File: config.mk
export PLATFORM = sky130hd
export DESIGN_NAME = rr_arbiter_8
export DESIGN_NICKNAME = d
export VERILOG_FILES = /design/src/rtl/rr_arb_pkg.sv /design/src/rtl/rr_prio_enc.sv /design/src/rtl/rr_arbiter_8.sv
export SDC_FILE = /design/constraint.sdc
export NUM_CORES = 1
export LEC_CHECK = 0
export CAP_MARGIN = 10
export CORE_ASPECT_RATIO = 0.5
export CORE_MARGIN = 10
export CORE_UTILIZATION = 60
export DETAILED_ROUTE_END_ITERATION = 16
export HOLD_SLACK_MARGIN = 0.08
export PLACE_DENSITY_LB_ADDON = 0.15
export SKIP_CTS_REPAIR_TIMING = 1
export SYNTH_ARGS = -nofsm -noshare
export SYNTH_HDL_FRONTEND = slang
export SYNTH_SLANG_ARGS = --single-unit
File: constraint.sdc
create_clock -name clk -period 7.7 [get_ports clk]
set_clock_uncertainty 0.1 [all_clocks]
set_input_delay 1.925 -clock clk [delete_from_list [all_inputs] [get_ports clk]]
set_output_delay 1.925 -clock clk [all_outputs]
set_load 0.01 [all_outputs]
File: src/rtl/rr_arb_pkg.sv
// Shared constants, state type and helpers for the 8-way round-robin arbiter.
package rr_arb_pkg;

    localparam int NREQ = 8;
    localparam int IDW  = 3;

    typedef enum logic [0:0] {
        ARB_IDLE  = 1'b0,
        ARB_GRANT = 1'b1
    } arb_state_t;

    function automatic logic [NREQ-1:0] id2onehot(input logic [IDW-1:0] id);
        logic [NREQ-1:0] oh;
        oh = {{(NREQ-1){1'b0}}, 1'b1} << id;
        return oh;
    endfunction

endpackage

File: src/rtl/rr_prio_enc.sv
// 8-to-3 LSB-first priority encoder: lowest set bit wins, out=0 when nothing is set.
module rr_prio_enc
    import rr_arb_pkg::*;
(
    input  logic [NREQ-1:0] in,
    output logic [IDW-1:0]  out,
    output logic            valid
);

    // Lowest-index match decode
    always_comb begin
        out   = 3'd0;
        valid = 1'b1;
        casez (in)
            8'b???????1: out = 3'd0;
            8'b??????10: out = 3'd1;
            8'b?????100: out = 3'd2;
            8'b????1000: out = 3'd3;
            8'b???10000: out = 3'd4;
            8'b??100000: out = 3'd5;
            8'b?1000000: out = 3'd6;
            8'b10000000: out = 3'd7;
            default: begin
                out   = 3'd0;
                valid = 1'b0;
            end
        endcase
    end

endmodule

File: src/rtl/rr_arbiter_8.sv
// Eight-way round-robin arbiter with registered one-hot grant and a hold limit
// that forces the owner to yield when others are waiting.
module rr_arbiter_8
    import rr_arb_pkg::*;
#(
    parameter int MAX_HOLD = 4
) (
    input  logic            clk,
    input  logic            rst_n,
    input  logic [NREQ-1:0] req,
    output logic [NREQ-1:0] gnt,
    output logic [IDW-1:0]  gnt_id,
    output logic            gnt_valid
);

    localparam logic [7:0] HOLD_LIM   = (MAX_HOLD == 0) ? 8'd255 : 8'(MAX_HOLD - 1);
    localparam logic       PREEMPT_EN = (MAX_HOLD != 0);

    arb_state_t      state_r, state_nxt_s;
    logic [IDW-1:0]  ptr_r, ptr_nxt_s;
    logic [7:0]      hold_cnt_r, hold_nxt_s;
    logic [NREQ-1:0] gnt_r, gnt_nxt_s;
    logic [IDW-1:0]  gnt_id_r, id_nxt_s;
    logic            gnt_valid_r, valid_nxt_s;

    logic [NREQ-1:0] req_m_s;
    logic [NREQ-1:0] rot_s;
    logic [IDW-1:0]  enc_k_s;
    logic            enc_v_s;
    logic [IDW-1:0]  winner_s;
    logic            owner_req_s;
    logic            take_s;
    logic            idle_s;

    // Owner is always excluded from the search, so the winner is only ever another requester
    always_comb begin
        req_m_s     = req & ~gnt_r;
        owner_req_s = |(req & gnt_r);
        rot_s       = '0;
        for (int k = 0; k < NREQ; k++) begin
            rot_s[k] = req_m_s[ptr_r + 3'(k)];
        end
    end

    rr_prio_enc u_enc (
        .in    (rot_s),
        .out   (enc_k_s),
        .valid (enc_v_s)
    );

    assign winner_s = ptr_r + enc_k_s;

    // Release / preempt / hold decision and next-state values
    always_comb begin
        take_s      = 1'b0;
        idle_s      = 1'b0;
        state_nxt_s = state_r;
        ptr_nxt_s   = ptr_r;
        hold_nxt_s  = hold_cnt_r;
        gnt_nxt_s   = gnt_r;
        id_nxt_s    = gnt_id_r;
        valid_nxt_s = gnt_valid_r;

        case (state_r)
            ARB_IDLE: begin
                if (enc_v_s) begin
                    take_s = 1'b1;
                end else begin
                    idle_s = 1'b1;
                end
            end
            ARB_GRANT: begin
                if (!owner_req_s) begin
                    if (enc_v_s) begin
                        take_s = 1'b1;
                    end else begin
                        idle_s = 1'b1;
                    end
                end else if (PREEMPT_EN && (hold_cnt_r == HOLD_LIM) && enc_v_s) begin
                    take_s = 1'b1;
                end else if (hold_cnt_r != HOLD_LIM) begin
                    hold_nxt_s = hold_cnt_r + 8'd1;
                end else begin
                    hold_nxt_s = hold_cnt_r;
                end
            end
            default: begin
                idle_s = 1'b1;
            end
        endcase

        if (take_s) begin
            state_nxt_s = ARB_GRANT;
            gnt_nxt_s   = id2onehot(winner_s);
            id_nxt_s    = winner_s;
            valid_nxt_s = 1'b1;
            hold_nxt_s  = 8'd0;
            ptr_nxt_s   = winner_s + 3'd1;
        end else if (idle_s) begin
            state_nxt_s = ARB_IDLE;
            gnt_nxt_s   = 8'd0;
            id_nxt_s    = 3'd0;
            valid_nxt_s = 1'b0;
            hold_nxt_s  = 8'd0;
        end else begin
            state_nxt_s = ARB_GRANT;
        end
    end

    // State, pointer, hold counter and output registers
    always_ff @(posedge clk or negedge rst_n) begin
        if (!rst_n) begin
            state_r     <= ARB_IDLE;
            ptr_r       <= 3'd0;
            hold_cnt_r  <= 8'd0;
            gnt_r       <= 8'd0;
            gnt_id_r    <= 3'd0;
            gnt_valid_r <= 1'b0;
        end else begin
            state_r     <= state_nxt_s;
            ptr_r       <= ptr_nxt_s;
            hold_cnt_r  <= hold_nxt_s;
            gnt_r       <= gnt_nxt_s;
            gnt_id_r    <= id_nxt_s;
            gnt_valid_r <= valid_nxt_s;
        end
    end

    assign gnt       = gnt_r;
    assign gnt_id    = gnt_id_r;
    assign gnt_valid = gnt_valid_r;

endmodule
==> summary.txt, run 1 <==
Cells and area
  • Share of cells above drive strength 1: 11.89%
  • Finished Cell Area: 2074 um^2
  • Filler cells: 191
  • Area growth syn-to-layout: 15.86%
  • Antenna cell count: 0
  • Nets: 206

Route
  • Via-to-Cell Ratio: 6.500
  • Residual DRC: 0
  • DR WL/cell: 19.68 um
  • Total number of vias: 1443
  • Iteration-0 DRC Markers: 65
  • Antenna-violating nets left: 0
  • First-pass DRT Iterations: 4
  • Total wire length: 4369 um

Timing
  • Final worst path period share: 70.91%
  • Achievable frequency: 183.2 MHz
  • Final Hold Fails: 0
  • Slew headroom: 30.55%
  • Unrepaired setup endpoints after global routing: false
  • Final setup TNS: 0 ns
  • Final setup viols: 0
  • Worst Tran Pin Value: 1.038 ns
  • Max Transition Viols Final: 0
  • Post-layout min period: 5.460 ns

Clock network
  • Worst skew pair latency: 0.27 ns
  • H-tree depth: 1
  • Clock-pin slew on the worst setup and hold paths: 0.09 ns
  • Root buf cell: clkbuf_8
  • CTS Buf Count: 3
  • Clock sink total: 24
  • CTS tree: built
  • Max Root-Sink Buffers: 2

Critical path
  • Crit path max fanout: 8
  • Arrival @ worst endpoint: 5.52 ns
  • Reg-to-reg endpoint: ptr_r[2]$_DFFE_PN0P_
  • Crit path to: ptr_r[2]$_DFFE_PN0P_
  • Reg2Reg Launch Point: ptr_r[0]$_DFFE_PN0P_
  • Critical path startpoint: req[2]
  • Crit Path Class: in2reg
  • Reg2Reg Depth: 13
  • Setup slack, reg-to-reg: 3.37 ns
  • Crit. End Element: flop
  • Critical Path Start Type: input pin
  • Worst EP required: 7.76 ns

Global route
  • Vias in the first global route: 1384
  • Largest net degree at the start of global routing: 25
  • Global route overflow: 0
  • Global-route wire length before repair: 7265 um
  • Initial antenna violation count: 0
  • Total track usage: 15.13%

Yosys
  • Commonest cells post-synth: 24 x dfrtp_1, 9 x ha_1, 9 x nand2_1, 9 x nor2b_1
  • Distinct cell type count after synthesis: 51
  • Synth async-reset ratio: 100.0%
  • Top cell type by total area after synthesis: dfrtp_1
  • Mean Syn Cell Area: 10.92 um^2
  • Synth area leaders: dfrtp_1 34%, mux4_2 7.5%, ha_1 6.3%
  • Synth Instances: 164
  • #FFs+latches synth: 24
  • Number of synthesis warnings: 0
  • Cell with the most instances after synthesis: dfrtp_1
  • Sequential share of the synthesized area: 33.54%
  • Syn_nets: 184
  • Number of flops mapped to enable cells by yosys: 0
  • Synth Flop Type: dfrtp_1
  • Synthesized area: 1790 um^2
  • Top cell type's share of synthesized area: 33.54%

Status
  • Outcome: complete, no violations

Floorplan
  • Die H: 58.63 um
  • Starting Density: 65.91%
  • Die X: 97.26 um
  • Num rows: 13
  • I/O pins: 22
  • Die area: 5702 um^2
  • Core ar.: 2716 um^2

Run
  • Max-Cap Viols: 0

Hold path
  • Worst hold path class: reg2reg

Placed design
  • Placer Congestion: 0.9730
  • DP Area: 2019 um^2
  • Dpl hpwl: 3246 um
  • Port bufs: 21
## routing by layer
layer / share of wire, % / GRT usage, % / up-vias
met1: 45 / 19.23 / 716
met5: 0 / 0 / -
li1: - / - / 680
met4: 0.66 / 1.852 / 0
met3: 4.3 / 3.376 / 6
met2: 50 / 26.70 / 41
## worst max-delay path, cell delays in order
cell and delay, ns:
clkdlybuf4s50_1 0.48, nor2b_1 0.16, mux4_2 0.48, a21boi_1 0.33, o311ai_0 0.24, and3_1 0.25, fa_1 0.40, xnor2_1 0.52
xor2_1 0.15, ha_1 0.32, mux2_4 0.26
## cells by family after synthesis
logic type | Yosys count | share of synthesized area [%]
AOI/OAI and AO/OA | 43 | 19.43
buffers and inverters | 9 | 2.585
and+or+nand+nor | 58 | 21.94
adders and majority gates | 10 | 7.408
muxes | 11 | 10.69
xor gates and xnor gates | 9 | 4.403
DFF | 24 | 33.54
## cells in the final DEF, fill, tap and decap left out, types with 2 or more instances in the layout
cell              n
a21bo_2           3
mux4_2            6
mux2i_1           3
nor2b_1           9
a32o_1            7
o21ai_0           4
nor4_1            2
nand3_1           5
nand2_1           9
and4b_1           2
clkdlybuf4s50_1  21
dfrtp_1          24
o41ai_1           3
a21oi_1           4
nor4b_1           2
clkbuf_8          4
inv_1             4
xnor2_1           7
ha_1              9
and3_1            4
a21boi_0          5
nand4_1           2
and2_1            4
a21boi_1          2
nor4bb_1          4
nand3b_1          4
xor2_1            2
a22oi_1           4
a22o_1            3
nand2b_1          2
nor2_1            3
## sequential cells by signal, indices dropped and copies added, names as in the netlist
| signal | count |
|---|---|
| gnt_id | 3 |
| gnt | 8 |
| hold_cnt_r | 8 |
| gnt_valid | 1 |
| ptr_r | 3 |
| state_r | 1 |
## how the worst min path moves through the flow
stage | slack (ns) | from | depth (start not counted) | endpoint
after floorplan | 0.40 | state_r$_DFF_PN0_ | 2 | state_r$_DFF_PN0_
after global placement | 0.36 | gnt_valid$_DFFE_PN0P_ | 1 | gnt_valid$_DFFE_PN0P_
after detailed placement | 0.37 | gnt_valid$_DFFE_PN0P_ | 1 | gnt_valid$_DFFE_PN0P_
after CTS | 0.39 | gnt_valid$_DFFE_PN0P_ | 1 | gnt_valid$_DFFE_PN0P_
after global routing | 0.40 | gnt_valid$_DFFE_PN0P_ | 1 | gnt_valid$_DFFE_PN0P_
final | 0.38 | gnt_valid$_DFFE_PN0P_ | 1 | gnt_valid$_DFFE_PN0P_
## through the flow
stage | worst slack (ns) | hold WS (ns) | utilization [%] | std cells
3_3_place_gp | 2.159 | 0.3613 | 74.34 | 218
6_report | 2.240 | 0.3809 | 76.37 | 222
5_1_grt | 1.981 | 0.4026 | 76.37 | 222
4_1_cts | 2.296 | 0.3880 | 76.37 | 222
2_1_floorplan | 2.777 | 0.4006 | - | 164
3_5_place_dp | 2.074 | 0.3690 | 74.34 | 218
## final cells by class
cell class              instances  area (um^2)  area share, %
inverters                       5        18.77         0.9047
repair buffers                 21        210.2          10.13
flip-flops and latches         24        600.6          28.95
clock buffers                   4        55.05          2.654
multi-input cells             131         1144          55.13
well taps                      37        46.29          2.232
Power of run 1 is not shown: default switching activity piles up to over one toggle a cycle in this logic, so the estimate is an artifact.
==> inputs of run 2 (changes only) <==
- CORE_UTILIZATION: 60 -> 55
- clock period: 7.7 -> 5.29 ns (I/O delays scaled with it)
==> summary.txt, run 2 (synthesis results as in run 1) <==
Cells and area
  • Most frequent cells in the layout: 24 x dfrtp_1, 21 x clkdlybuf4s50_1, 9 x nor2b_1, 9 x nand2_1, 9 x ha_1
  • Share of cells above drive strength 1: 12.37%
  • Commonest non-fill, non-tap cell in the layout: dfrtp_1
  • Nets: 207
  • Area growth syn-to-layout: 17.40%
  • Filler cells: 235
  • Finished Cell Area: 2102 um^2
  • Antenna cell count: 0

Timing
  • Unrepaired setup endpoints after global routing: false
  • Final Hold Fails: 0
  • Final setup TNS: 0 ns
  • Hold_ws: 0.3784 ns
  • Post-layout min period: 4.708 ns
  • Final worst path period share: 89.00%
  • Final setup viols: 0
  • Slew headroom: 29.95%
  • Achievable frequency: 212.4 MHz
  • Max Transition Viols Final: 0
  • Worst Tran Pin Value: 1.047 ns

Hold path
  • Worst hold path class: reg2reg

Floorplan
  • Die H: 60.35 um
  • Num rows: 14
  • Die area: 6076 um^2
  • I/O pins: 22
  • Core ar.: 3065 um^2
  • Die X: 100.7 um
  • Starting Density: 58.41%

Clock network
  • Worst skew pair latency: 0.27 ns
  • H-tree depth: 1
  • Clock-pin slew on the worst setup and hold paths: 0.09 ns
  • Max Root-Sink Buffers: 2
  • CTS tree: built
  • CTS Buf Count: 3
  • Clock sink total: 24
  • Root buf cell: clkbuf_8

Placed design
  • Dpl hpwl: 3312 um
  • Port bufs: 21
  • Placer Congestion: 0.8951
  • DP Area: 2031 um^2

Route
  • DR WL/cell: 19.58 um
  • Total number of vias: 1466
  • Antenna-violating nets left: 0
  • Via-to-Cell Ratio: 6.487
  • Residual DRC: 0
  • First-pass DRT Iterations: 4
  • Total wire length: 4426 um
  • Iteration-0 DRC Markers: 105

Critical path
  • Crit. End Element: flop
  • Worst EP required: 5.35 ns
  • Crit path max fanout: 4
  • Reg2Reg Launch Point: ptr_r[0]$_DFFE_PN0P_
  • Critical Path Start Type: input pin
  • Crit path to: ptr_r[2]$_DFFE_PN0P_
  • Critical path startpoint: req[5]
  • Reg2Reg Depth: 12
  • Setup slack, reg-to-reg: 1.07 ns
  • Crit Path Class: in2reg
  • Reg-to-reg endpoint: ptr_r[2]$_DFFE_PN0P_
  • Arrival @ worst endpoint: 4.77 ns

Status
  • Outcome: complete, no violations

Global route
  • Global route overflow: 0
  • Vias in the first global route: 1489
  • Global-route wire length before repair: 7576 um
  • Initial antenna violation count: 0
  • Total track usage: 15.31%
  • Largest net degree at the start of global routing: 25

Run
  • Max-Cap Viols: 0
run 2: changes by cell type in the layout (fill, tap and decap cells not counted):
| cell | delta |
|---|---|
| buf_4 | +1 |
| bufinv_16 | +1 |
| clkbuf_8 | -1 |
run 2: critical path: stages:
cell and delay, ns:
clkdlybuf4s50_1 0.47, nor2b_1 0.18, mux4_2 0.50, a21boi_1 0.25, a21oi_1 0.10, o21ai_0 0.14
nand2_1 0.07, a21boi_0 0.24, ha_1 0.21, fa_1 0.50, ha_1 0.25, ha_1 0.28
mux2_4 0.25
run 2: layout make-up:
class	count	area (um^2)	area share (%)
clock inverters	1	30.03	1.429
multi-input cells	131	1144	54.40
well taps	40	50.05	2.381
inverters	5	18.77	0.8929
flip-flops and latches	24	600.6	28.57
clock buffers	3	41.29	1.964
repair buffers	22	217.7	10.36
run 2: how the worst min path moves through the flow:
stage | from | endpoint | slack, ns | depth (start not counted)
2_1_floorplan | state_r$_DFF_PN0_ | state_r$_DFF_PN0_ | 0.40 | 2
3_3_place_gp | gnt_valid$_DFFE_PN0P_ | gnt_valid$_DFFE_PN0P_ | 0.36 | 1
3_5_place_dp | gnt_valid$_DFFE_PN0P_ | gnt_valid$_DFFE_PN0P_ | 0.37 | 1
4_1_cts | gnt_valid$_DFFE_PN0P_ | gnt_valid$_DFFE_PN0P_ | 0.38 | 1
5_1_grt | gnt_valid$_DFFE_PN0P_ | gnt_valid$_DFFE_PN0P_ | 0.40 | 1
6_report | gnt_valid$_DFFE_PN0P_ | gnt_valid$_DFFE_PN0P_ | 0.38 | 1
run 2: per-layer routing:
layer	track usage [%]	share of wire (%)	vias up
met5	0	0	-
met4	4.200	1.4	0
met3	2.834	2.9	10
met2	26.24	51	36
met1	19.61	45	742
li1	-	-	678
run 2: stage by stage:
| step | util, % | std cells | setup slack, ns |
|---|---|---|---|
| final | 68.57 | 226 | 0.5817 |
| after global placement | 66.24 | 222 | 0.4613 |
| after detailed placement | 66.24 | 222 | 0.3369 |
| after floorplan | - | 164 | 0.9694 |
| after CTS | 68.57 | 226 | 0.6029 |
| after global routing | 68.57 | 226 | 0.3343 |
Power of run 2 is left out for the same reason.
==> inputs of run 3 (changes only) <==
- CORE_UTILIZATION: 55 -> 60
- GPL_ROUTABILITY_DRIVEN: unset -> 1
- clock period: 5.29 -> 5.6 ns (I/O delays scaled with it)
==> summary.txt, run 3 (synthesis results as in run 1) <==
Critical path
  • Crit. End Element: flop
  • WP buf/inv: 2
  • Cells along the critical path: clkdlybuf4s50_1 > nor2b_1 > mux4_2 > a21boi_1 > o311ai_0 > and3_1 > fa_1 > xnor2_1 > buf_4 > xor2_1 > ha_1 > mux2_4
  • Crit Path Class: in2reg
  • Worst EP required: 5.67 ns
  • Arrival @ worst endpoint: 4.75 ns
  • CP top delay family: multiplexers
  • Largest stage delay, worst path: 0.47 ns
  • Crit path max fanout: 8
  • Critical Path Start Type: input pin
  • Crit-path slowest cell: mux4_2

Route
  • Total wire length: 4383 um
  • Residual DRC: 0
  • DR WL/cell: 19.65 um
  • Total number of vias: 1458
  • Iteration-0 DRC Markers: 85
  • Via-to-Cell Ratio: 6.538
  • First-pass DRT Iterations: 4
  • Antenna-violating nets left: 0

Global route
  • M1 GR Usage: 19.34%
  • Global-route wire length before repair: 7438 um
  • Met2 Use GR: 27.18%
  • Global route overflow: 0
  • Initial antenna violation count: 0
  • Busiest grt layer: met2
  • M3 GR Usage: 3.260%
  • Vias in the first global route: 1473
  • Total track usage: 15.37%
  • Largest net degree at the start of global routing: 25

Placed design
  • Dpl hpwl: 3321 um
  • Placer Congestion: 0.9551
  • Port bufs: 21

Hold path
  • Worst hold path class: reg2reg

Clock network
  • Root buf cell: clkbuf_8
  • Max Root-Sink Buffers: 2
  • CTS tree: built
  • Clock sink total: 24
  • Worst skew pair latency: 0.27 ns
  • CTS Buf Count: 3
  • Clock-pin slew on the worst setup and hold paths: 0.09 ns
  • H-tree depth: 1

Timing
  • Final setup viols: 0
  • Unrepaired setup endpoints after global routing: false
  • Worst Tran Pin Value: 1.061 ns
  • Final worst path period share: 83.58%
  • Max Transition Viols Final: 0
  • Post-layout min period: 4.680 ns
  • Final Hold Fails: 0
  • Achievable frequency: 213.7 MHz
  • Slew headroom: 29.06%
  • Final setup TNS: 0 ns

Cells and area
  • Antenna cell count: 0
  • Area growth syn-to-layout: 17.19%
  • Share of cells above drive strength 1: 12.37%
  • Most frequent cells in the layout: 24 x dfrtp_1, 21 x clkdlybuf4s50_1, 9 x nor2b_1, 9 x nand2_1, 9 x ha_1
  • Filler cells: 193
  • Nets: 207
  • Commonest non-fill, non-tap cell in the layout: dfrtp_1

Floorplan
  • I/O pins: 22
  • Starting Density: 65.91%
  • Core ar.: 2716 um^2
  • Die X: 97.26 um
  • Die area: 5702 um^2
  • Num rows: 13
  • Die H: 58.63 um

Status
  • Outcome: complete, no violations

Run
  • Max-Cap Viols: 0
-- run 3: routing by layer --
layer | part of all wire [%] | vias to the layer above
met5 | 0 | -
met4 | 1.4 | 0
met3 | 4.0 | 10
met2 | 49 | 47
met1 | 46 | 722
li1 | - | 679
-- run 3: path summary, 6_finish.rpt --
check	start	end	slack, ns	depth (start not counted)
hold reg to reg	gnt_valid$_DFFE_PN0P_	gnt_valid$_DFFE_PN0P_	0.39	1
setup reg to reg	ptr_r[0]$_DFFE_PN0P_	ptr_r[2]$_DFFE_PN0P_	1.45	12
max in group asynchronous	rst_n	state_r$_DFF_PN0_	3.15	1
min in group asynchronous	rst_n	hold_cnt_r[5]$_DFFE_PN0P_	1.60	1
hold / removal	gnt_valid$_DFFE_PN0P_	gnt_valid$_DFFE_PN0P_	0.39	1
setup / recovery	req[3]	ptr_r[2]$_DFFE_PN0P_	0.92	12
-- run 3: per-stage QoR --
stage / setup slack, ns / util [%] / area, um^2 / instances / hold slack [ns]
2_1_floorplan: 1.202 / - / 1790 / 164 / 0.4006
6_report: 0.9196 / 77.25 / 2098 / 223 / 0.3918
3_5_place_dp: 0.6345 / 74.62 / 2027 / 219 / 0.3759
4_1_cts: 0.9139 / 77.25 / 2098 / 223 / 0.3945
3_3_place_gp: 0.6972 / 74.62 / 2027 / 219 / 0.3610
5_1_grt: 0.7816 / 77.25 / 2098 / 223 / 0.4090
-- run 3: final cells by class --
cell class,count,area (um^2),area share [%]
clock inverter,1,30.03,1.431
clock buffer,3,41.29,1.968
multi-input combinational,131,1144,54.50
timing repair buffer,22,217.7,10.38
sequential,24,600.6,28.62
tap,37,46.29,2.206
inverter,5,18.77,0.8945
Power of run 3 is left out for the same reason.
